### src/rtl/alu_rs.sv
// Reservation station for the ALU pipe: buffers dispatched ops and snoops the CDB
// for missing operands. It issues one ready entry per cycle to the combinational ALU.
module alu_rs #(
    parameter int WIDTH = 32,
    parameter int DEPTH = 4,
    parameter int TAG_W = 6
) (
    input  logic             clk_i,
    input  logic             rst_i,
    input  logic             flush_i,
    input  logic             disp_valid_i,
    output logic             disp_ready_o,
    input  logic [3:0]       disp_func_i,
    input  logic [WIDTH-1:0] disp_op1_i,
    input  logic [WIDTH-1:0] disp_op2_i,
    input  logic             disp_op1_rdy_i,
    input  logic             disp_op2_rdy_i,
    input  logic [TAG_W-1:0] disp_op1_tag_i,
    input  logic [TAG_W-1:0] disp_op2_tag_i,
    input  logic [TAG_W-1:0] disp_dest_tag_i,
    input  logic             cdb_valid_i,
    input  logic [TAG_W-1:0] cdb_tag_i,
    input  logic [WIDTH-1:0] cdb_data_i,
    output logic             issue_valid_o,
    input  logic             issue_ready_i,
    output logic [WIDTH-1:0] alu_op1_o,
    output logic [WIDTH-1:0] alu_op2_o,
    output logic [3:0]       alu_func_o,
    output logic [TAG_W-1:0] issue_tag_o
);
    localparam int IDX_W = $clog2(DEPTH);

    logic [DEPTH-1:0] busy;
    logic [DEPTH-1:0] op1_rdy;
    logic [DEPTH-1:0] op2_rdy;
    logic [3:0]       func_q  [DEPTH];
    logic [TAG_W-1:0] dest_q  [DEPTH];
    logic [TAG_W-1:0] op1_tag [DEPTH];
    logic [TAG_W-1:0] op2_tag [DEPTH];
    logic [WIDTH-1:0] op1_val [DEPTH];
    logic [WIDTH-1:0] op2_val [DEPTH];

    logic             lock;
    logic [IDX_W-1:0] lock_idx;

    logic [DEPTH-1:0] cand;
    logic [IDX_W-1:0] sel_idx;
    logic             sel_found;
    logic [IDX_W-1:0] free_idx;
    logic             free_found;
    logic             disp_fire;
    logic             issue_fire;
    logic             d_op1_rdy;
    logic             d_op2_rdy;
    logic [WIDTH-1:0] d_op1_val;
    logic [WIDTH-1:0] d_op2_val;

    always_comb begin
        cand       = busy & op1_rdy & op2_rdy;
        sel_idx    = '0;
        sel_found  = 1'b0;
        free_idx   = '0;
        free_found = 1'b0;
        for (int unsigned i = 0; i < DEPTH; i++) begin
            if (!sel_found && cand[i]) begin
                sel_found = 1'b1;
                sel_idx   = IDX_W'(i);
            end
            if (!free_found && !busy[i]) begin
                free_found = 1'b1;
                free_idx   = IDX_W'(i);
            end
        end
        // A stalled issue keeps its entry pinned so the ALU inputs do not change under it.
        if (lock) begin
            sel_found = 1'b1;
            sel_idx   = lock_idx;
        end
    end

    assign disp_ready_o  = free_found;
    assign disp_fire     = disp_valid_i & free_found;
    assign issue_valid_o = sel_found;
    assign issue_fire    = sel_found & issue_ready_i;

    always_comb begin
        alu_op1_o   = '0;
        alu_op2_o   = '0;
        alu_func_o  = '0;
        issue_tag_o = '0;
        if (sel_found) begin
            alu_op1_o   = op1_val[sel_idx];
            alu_op2_o   = op2_val[sel_idx];
            alu_func_o  = func_q[sel_idx];
            issue_tag_o = dest_q[sel_idx];
        end
    end

    // Same-cycle CDB broadcast is captured at dispatch so the operand is not missed.
    always_comb begin
        d_op1_rdy = disp_op1_rdy_i | (cdb_valid_i && (cdb_tag_i == disp_op1_tag_i));
        d_op2_rdy = disp_op2_rdy_i | (cdb_valid_i && (cdb_tag_i == disp_op2_tag_i));
        d_op1_val = disp_op1_rdy_i ? disp_op1_i : cdb_data_i;
        d_op2_val = disp_op2_rdy_i ? disp_op2_i : cdb_data_i;
    end

    always_ff @(posedge clk_i) begin
        if (rst_i) begin
            busy     <= '0;
            lock     <= 1'b0;
            lock_idx <= '0;
        end else if (flush_i) begin
            busy <= '0;
            lock <= 1'b0;
        end else begin
            for (int unsigned i = 0; i < DEPTH; i++) begin
                if (busy[i] && cdb_valid_i) begin
                    if (!op1_rdy[i] && (op1_tag[i] == cdb_tag_i)) begin
                        op1_rdy[i] <= 1'b1;
                        op1_val[i] <= cdb_data_i;
                    end
                    if (!op2_rdy[i] && (op2_tag[i] == cdb_tag_i)) begin
                        op2_rdy[i] <= 1'b1;
                        op2_val[i] <= cdb_data_i;
                    end
                end
            end
            if (issue_fire) begin
                busy[sel_idx] <= 1'b0;
            end
            if (disp_fire) begin
                busy[free_idx]    <= 1'b1;
                func_q[free_idx]  <= disp_func_i;
                dest_q[free_idx]  <= disp_dest_tag_i;
                op1_tag[free_idx] <= disp_op1_tag_i;
                op2_tag[free_idx] <= disp_op2_tag_i;
                op1_rdy[free_idx] <= d_op1_rdy;
                op2_rdy[free_idx] <= d_op2_rdy;
                op1_val[free_idx] <= d_op1_val;
                op2_val[free_idx] <= d_op2_val;
            end
            lock     <= sel_found & ~issue_ready_i;
            lock_idx <= sel_idx;
        end
    end
endmodule

### config.mk
export PLATFORM = sky130hd
export DESIGN_NAME = alu_rs
export DESIGN_NICKNAME = d
export VERILOG_FILES = /design/src/rtl/alu_rs.sv
export SDC_FILE = /design/constraint.sdc
export NUM_CORES = 1
export LEC_CHECK = 0
export CORE_ASPECT_RATIO = 0.7
export CORE_MARGIN = 2
export CORE_UTILIZATION = 45
export DETAILED_ROUTE_END_ITERATION = 8
export GPL_TIMING_DRIVEN = 1
export PLACE_DENSITY_LB_ADDON = 0.25
export SLEW_MARGIN = 20
export SYNTH_ARGS = -nofsm -noshare
export SYNTH_HDL_FRONTEND = slang
export SYNTH_SLANG_ARGS = --single-unit
### constraint.sdc
create_clock -name clk_i -period 6.8 [get_ports clk_i]
set_input_delay 1.36 -clock clk_i [delete_from_list [all_inputs] [get_ports clk_i]]
set_output_delay 1.36 -clock clk_i [all_outputs]
set_load 0.05 [all_outputs]
==> results of run 1 <==
==> critical path: stages (launching register included) <==
cell	delay, ps
dfxtp_1	460
nand3_1	210
o211ai_1	370
buf_4	590
buf_4	580
mux2i_1	140
o22ai_1	250
clkdlybuf4s50_1	850
==> path summary, 6_finish.rpt <==
| path | start | end | slack (ps) | cells after the start |
|---|---|---|---|---|
| setup / recovery | busy[0] | alu_op1_o[11] | 1370 | 7 |
| setup reg to reg | busy[1] | op1_val[3][11] | 3740 | 4 |
| hold reg to reg | lock_idx[1] | lock_idx[1] | 520 | 2 |
| hold / removal | lock_idx[1] | lock_idx[1] | 520 | 2 |
==> registers in the layout (all words and copies together) (netlist names) <==
name / flops
op1_val: 128
op2_val: 128
dest_q: 24
op1_tag: 24
op2_tag: 24
func_q: 16
busy: 4
op1_rdy: 4
op2_rdy: 4
lock_idx: 2
lock: 1
==> stage by stage <==
| step | setup WS, ps | hold WS (ps) |
|---|---|---|
| after floorplan | 2730 | 444 |
| after global placement | 2060 | 485 |
| after detailed placement | 1940 | 486 |
| after CTS | 1380 | 497 |
| after global routing | 1170 | 559 |
| final | 1370 | 521 |
==> logic make-up (layout without fill, tap and decap cells) <==
kind of cell	after synthesis	count (layout)	synth area share [%]
and+or+nand+nor	90	90	2.75
muxes	405	405	25.4
DFF	359	359	62.3
AOI/OAI and AO/OA	104	104	3.84
xor gates and xnor gates	60	60	3.06
other	0	1	0
buffers and inverters	72	292	2.59
==> power groups by stage <==
stage	combinational (W)	sequential (W)	clock [W]
3_5_place_dp	0.000338	0.00251	0
2_1_floorplan	0.000172	0.00251	0
3_3_place_gp	0.000331	0.00251	0
6_report	0.000342	0.00246	0.00203
5_1_grt	0.000368	0.00246	0.00216
4_1_cts	0.000341	0.00246	0.00207
==> layout make-up <==
cell class | instances | area [µm²]
Sequential cell | 359 | 10700
Clock buffer | 49 | 1010
Multi-Input combinational cell | 659 | 6120
Timing Repair Buffer | 228 | 2280
Fill cell | 2998 | 16500
Inverter | 1 | 3.75
Tap cell | 488 | 611
Clock inverter | 14 | 173
Antenna cell | 1 | 2.50
==> layer usage <==
| metal | up-vias | track usage, % | part of all wire [%] |
|---|---|---|---|
| li1 | 4679 | - | - |
| met1 | 5166 | 31.8 | 47 |
| met2 | 270 | 33.9 | 46 |
| met3 | 46 | 3.92 | 5.2 |
| met4 | 0 | 4.68 | 1.6 |
| met5 | - | 0 | 0 |
==> Yosys cell counts, types with 2 or more instances <==
cell type / instances / area, µm²
o21ai_0: 10 / 50.1
buf_6: 14 / 158
nand2_1: 14 / 52.6
nor3_1: 5 / 25.0
a41o_1: 2 / 20.0
nand2b_1: 2 / 12.5
xnor2_1: 26 / 228
nand3_1: 11 / 55.1
o22ai_1: 74 / 463
buf_2: 40 / 200
nand4_1: 10 / 62.6
dfxtp_1: 7 / 140
mux2_2: 249 / 2800
nor2_1: 18 / 67.6
nor2_2: 2 / 12.5
o21a_1: 9 / 67.6
buf_4: 5 / 37.5
and2_1: 3 / 18.8
mux2i_1: 149 / 1490
xor2_1: 34 / 298
edfxtp_1: 352 / 10600
a21oi_1: 3 / 15.0
nor4_1: 12 / 75.1
mux2_1: 7 / 78.8
and3_1: 4 / 25.0
nor2b_1: 7 / 43.8
clkbuf_1: 11 / 41.3
==> key figures, run 1 <==
Logic synthesis
  – Post-Syn Area: about 17000 µm²
  – Distinct cell type count of the synthesized netlist: 37
  – Mapped Cells: 1090
  – Post-Syn Nets: 1222
  – Ys async rst share: 0%
  – Synth Flop Type: edfxtp_1
  – Synth warn: 0
  – Number of flops mapped to enable cells by yosys: approximately 350
  – Mean post-synth cell area: 15.8 µm²
  – #FFs+latches synth: 359
  – Sequential cell area fraction in the yosys report: 62.3%

Route
  – DRT antenna net count: 0
  – Total iterations of the first detailed-routing run: 5
  – Via count: 10200
  – Routed len/inst: between 20 and 25 µm
  – Total Wirelength: 43500 µm
  – DRC Markers: 0
  – Drt first-iter violations: between 800 and 900
  – DR vias/cell: about 5.6

Placed design
  – IO Port Bufs: roughly 210
  – Placed insts: around 1700
  – Cell Area, Placed: 19700 µm²
  – Placer Congestion: 0.864
  – DP Wirelength: 25900 µm

Pwr
  – PwrDens: 231 nW/µm²
  – VDD IR max: 0.162 mV
  – Leak: between 7 and 8 nW
  – Tot Pwr: 0.00483 W
  – Sw power: 0.00101 W
  – Internal power: 0.00383 W
  – Flop pwr share: ~50%
  – Sw frac: 20.9%
  – Clock share of power: 42.0%
  – Combinational power share: 7.1%

Clock tree
  – Root Buffer Master: clkbuf_16
  – Post-CTS Setup Bufs: 0
  – H-tree depth: 2
  – Num CTS Buffers: 37
  – CTS tree: done
  – # clock sinks: 359
  – Clock buffer depth: 3
  – Post-cts sizing count: 0
  – Clk_lat worst skew: 530 ps
  – CTS Hold Bufs: 0
  – Clock transition at the registers of the reported paths: 60 ps

STA
  – # setup viols final: 0
  – RSZ-0062 raised after global routing: false
  – Slew Viols, Final: 0
  – Rel. slew slack: 25.3%
  – Setup Skew: 30.8 ps
  – Slew @ Worst Pin: 1120 ps
  – Hold Vio Cnt, Final: 0
  – Min Tclk post-route: 5430 ps
  – Total negative slack: 0 ps
  – Fmax: 184 MHz
  – Tcrit/Tclk final: 79.9%

Global routing
  – Vias in the first global route: roughly 11000
  – Pin count of the biggest net entering global routing: between 80 and 90
  – Tot GR Track Use: roughly 22%
  – Total gr overflow: 0
  – Initial antenna violation count: 1
  – First-pass GRT wire length: 65600 µm

Floorplanning
  – Num rows: 59
  – Core area: 37400 µm²
  – Die Ht: around 170 µm
  – Die ar.: about 40000 µm²
  – Initial Util: 45.9%
  – I/O pin total: 208
  – Die W: 238 µm

Cells and area
  – Most frequent cells in the layout: 352 x edfxtp_1, 249 x mux2_2, 207 x clkdlybuf4s50_1
  – Final Non-Filler Cells: 1799
  – Area grow syn2layout: 21.7%
  – Share of post-route cells with drive strength above 1: between 20% and 30%
  – Final Util: 55.9%
  – Layout net count: 1418
  – Commonest non-fill, non-tap cell in the layout: edfxtp_1
  – Fin area: roughly 21000 µm²

Critical path
  – Worst Path Arrival: 4070 ps
  – Worst setup SP type: flip-flop
  – Crit-path max FO: 36
  – Worst Setup Path Type: flip-flop to primary output
  – Worst EP required: 5440 ps
  – Crit end category: primary output

Worst hold path
  – Hold WC Path Type: flip-flop to flip-flop

Outcome
  – Status: complete, no violations

Run
  – MaxCap Viol Count: 0
Note: power is estimated with default switching activity, not from simulation.
==> run 2: changes to the inputs <==
==> constraint.sdc (replaced) <==
create_clock -name clk_i -period 5 [get_ports clk_i]
set_input_delay 1 -clock clk_i [delete_from_list [all_inputs] [get_ports clk_i]]
set_output_delay 1 -clock clk_i [all_outputs]
set_load 0.05 [all_outputs]
==> run 2 against run 1 <==
Net effect:
- non-clock buffer count grew 11
- design area is 0.75% higher
- via count rose by 2.0%
- die area unchanged
- setup slack worse by 1000 ps
- routed wire length up 2.4%
- global-route usage is 0.69 points higher
- largest cell class unchanged
- cell count increased by 0.72%
- clock-buffer cell count grew 1
- largest power group unchanged
- highest routed layer is now met5
==> key figures, run 2 (synthesis results as in run 1) <==
Outcome
  – Status: complete, no violations

Clock tree
  – Post-cts sizing count: 0
  – # clock sinks: 359
  – CTS tree: done
  – Clk_lat worst skew: 530 ps
  – Clock transition at the registers of the reported paths: 60 ps
  – Num CTS Buffers: 37
  – Root Buffer Master: clkbuf_16
  – H-tree depth: 2
  – CTS Hold Bufs: 0
  – Clock buffer depth: 3
  – Post-CTS Setup Bufs: 0

Cells and area
  – Area grow syn2layout: 22.6%
  – Storage element area: 10700 µm²
  – Multi-input gate area: 6110 µm²
  – Fin area: 21100 µm²
  – Largest regs: op1_val (128), op2_val (128)
  – Commonest non-fill, non-tap cell in the layout: edfxtp_1
  – Most frequent cells in the layout: 352 x edfxtp_1, 249 x mux2_2, 199 x clkdlybuf4s50_1
  – Filler instances: 2978
  – Share of post-route cells with drive strength above 1: 27.2%
  – Layout net count: 1429

Pwr
  – Flop pwr share: 51.3%
  – Leak: 7.89 nW
  – Sw power: 0.00138 W
  – Tot Pwr: 0.00653 W
  – Internal power: 0.00516 W
  – VDD IR max: about 0.22 mV
  – Clock share of power: 41.5%
  – Combinational power share: around 7%
  – Sw frac: a little over a fifth
  – PwrDens: 310 nW/µm²

Run
  – MaxCap Viol Count: 0

Critical path
  – Worst setup SP type: flip-flop
  – Worst Setup Path Type: flip-flop to primary output
  – Worst Path Arrival: 3660 ps
  – Crit-path max FO: 86
  – Crit end category: primary output
  – Worst EP required: 4000 ps

Placed design
  – Placer Congestion: roughly 0.9
  – DP Wirelength: 27700 µm
  – Cell Area, Placed: ~20000 µm²
  – IO Port Bufs: 207

Route
  – Drt first-iter violations: slightly above 800
  – DR vias/cell: 5.72
  – Total Wirelength: 44500 µm
  – DRT antenna net count: 0
  – Via count: 10400
  – Routed len/inst: ~25 µm
  – Total iterations of the first detailed-routing run: 5
  – DRC Markers: 0

Global routing
  – Tot GR Track Use: between 20% and 30%
  – First-pass GRT wire length: approximately 67000 µm
  – Pin count of the biggest net entering global routing: slightly below 90
  – Total gr overflow: 0
  – Vias in the first global route: 10800
  – Initial antenna violation count: 3

Floorplanning
  – Die W: 238 µm
  – Core area: 37400 µm²
  – I/O pin total: ~210
  – Die ar.: 39800 µm²
  – Initial Util: 45.9%
  – Num rows: 59
  – Die Ht: 168 µm

STA
  – Tcrit/Tclk final: ~93%
  – Final worst hold slack: just under 500 ps
  – Hold Vio Cnt, Final: 0
  – Slew Viols, Final: 0
  – Slew @ Worst Pin: 942 ps
  – Rel. slew slack: between 30 and 40%
  – RSZ-0062 raised after global routing: false
  – Fmax: 215 MHz
  – # setup viols final: 0
  – Total negative slack: 0 ps
  – Min Tclk post-route: roughly 4700 ps
  – Setup Skew: 24.6 ps

Worst hold path
  – Hold WC Path Type: flip-flop to flip-flop
-- run 2: cell count changes in the layout (fill, tap and decap cells not counted), sizes merged --
cell / delta
clkinv: +2
clkdlybuf4s50: -8
bufinv: -1
clkbuf: +1
clkinvlp: -1
diode: +1
buf: +19
-- run 2: critical path, cell delays in order, from the launching register on --
cell and delay, ps:
dfxtp_1 480, nand3_1 190, o211ai_1 480, buf_12 500, mux2i_1 160, o22ai_1 290
clkdlybuf4s50_1 870
-- run 2: final timing paths --
kind / cells past startpoint / slack (ps) / to / from
max reg2reg: 6 / 2270 / op2_val[3][27] / busy[1]
min: 2 / 500 / lock_idx[1] / lock_idx[1]
min reg2reg: 2 / 500 / lock_idx[1] / lock_idx[1]
max: 6 / 340 / alu_op2_o[5] / busy[0]
-- run 2: layout make-up --
cell class	instances	share of cell area, %
well taps	488	2.90
multi-input cells	659	29.0
flip-flops and latches	359	50.8
clock inverters	14	0.683
clock buffers	50	4.83
repair buffers	239	11.7
inverters	1	0.0178
diodes	2	0.0238
-- run 2: power groups by stage --
| stage | clock network [W] | registers [W] | logic [W] |
|---|---|---|---|
| 5_1_grt | 0.00289 | 0.00335 | 0.000505 |
| 3_3_place_gp | 0 | 0.00341 | 0.000459 |
| 3_5_place_dp | 0 | 0.00341 | 0.000468 |
| 2_1_floorplan | 0 | 0.00341 | 0.000233 |
| 4_1_cts | 0.00276 | 0.00335 | 0.000472 |
| 6_report | 0.00271 | 0.00335 | 0.000471 |
-- run 2: per-stage QoR --
step	utilization (%)	setup WS, ps	std cells
6_report	56.3	340	1812
5_1_grt	56.3	173	1812
4_1_cts	56.3	366	1810
3_5_place_dp	53.2	931	1746
3_3_place_gp	53.2	1040	1746
2_1_floorplan	-	1290	1090
-- run 2: metal layers --
metal / wire [µm] / vias to the layer above / track usage [%]
li1: - / 4704 / -
met1: 20800 / 5276 / 32.6
met2: 20600 / 326 / 35.4
met3: 2290 / 61 / 3.54
met4: 818 / 2 / 5.47
met5: 13 / - / 0
==> run 3: changes to the inputs <==
--- a/config.mk
+++ b/config.mk
@@ -11,6 +11,7 @@
 export DETAILED_ROUTE_END_ITERATION = 8
 export GPL_TIMING_DRIVEN = 1
 export PLACE_DENSITY_LB_ADDON = 0.25
+export SKIP_LAST_GASP = 1
 export SLEW_MARGIN = 20
 export SYNTH_ARGS = -nofsm -noshare
 export SYNTH_HDL_FRONTEND = slang
==> results of run 3 <==
Final layout, timing and power as in run 2 (identical DEF).
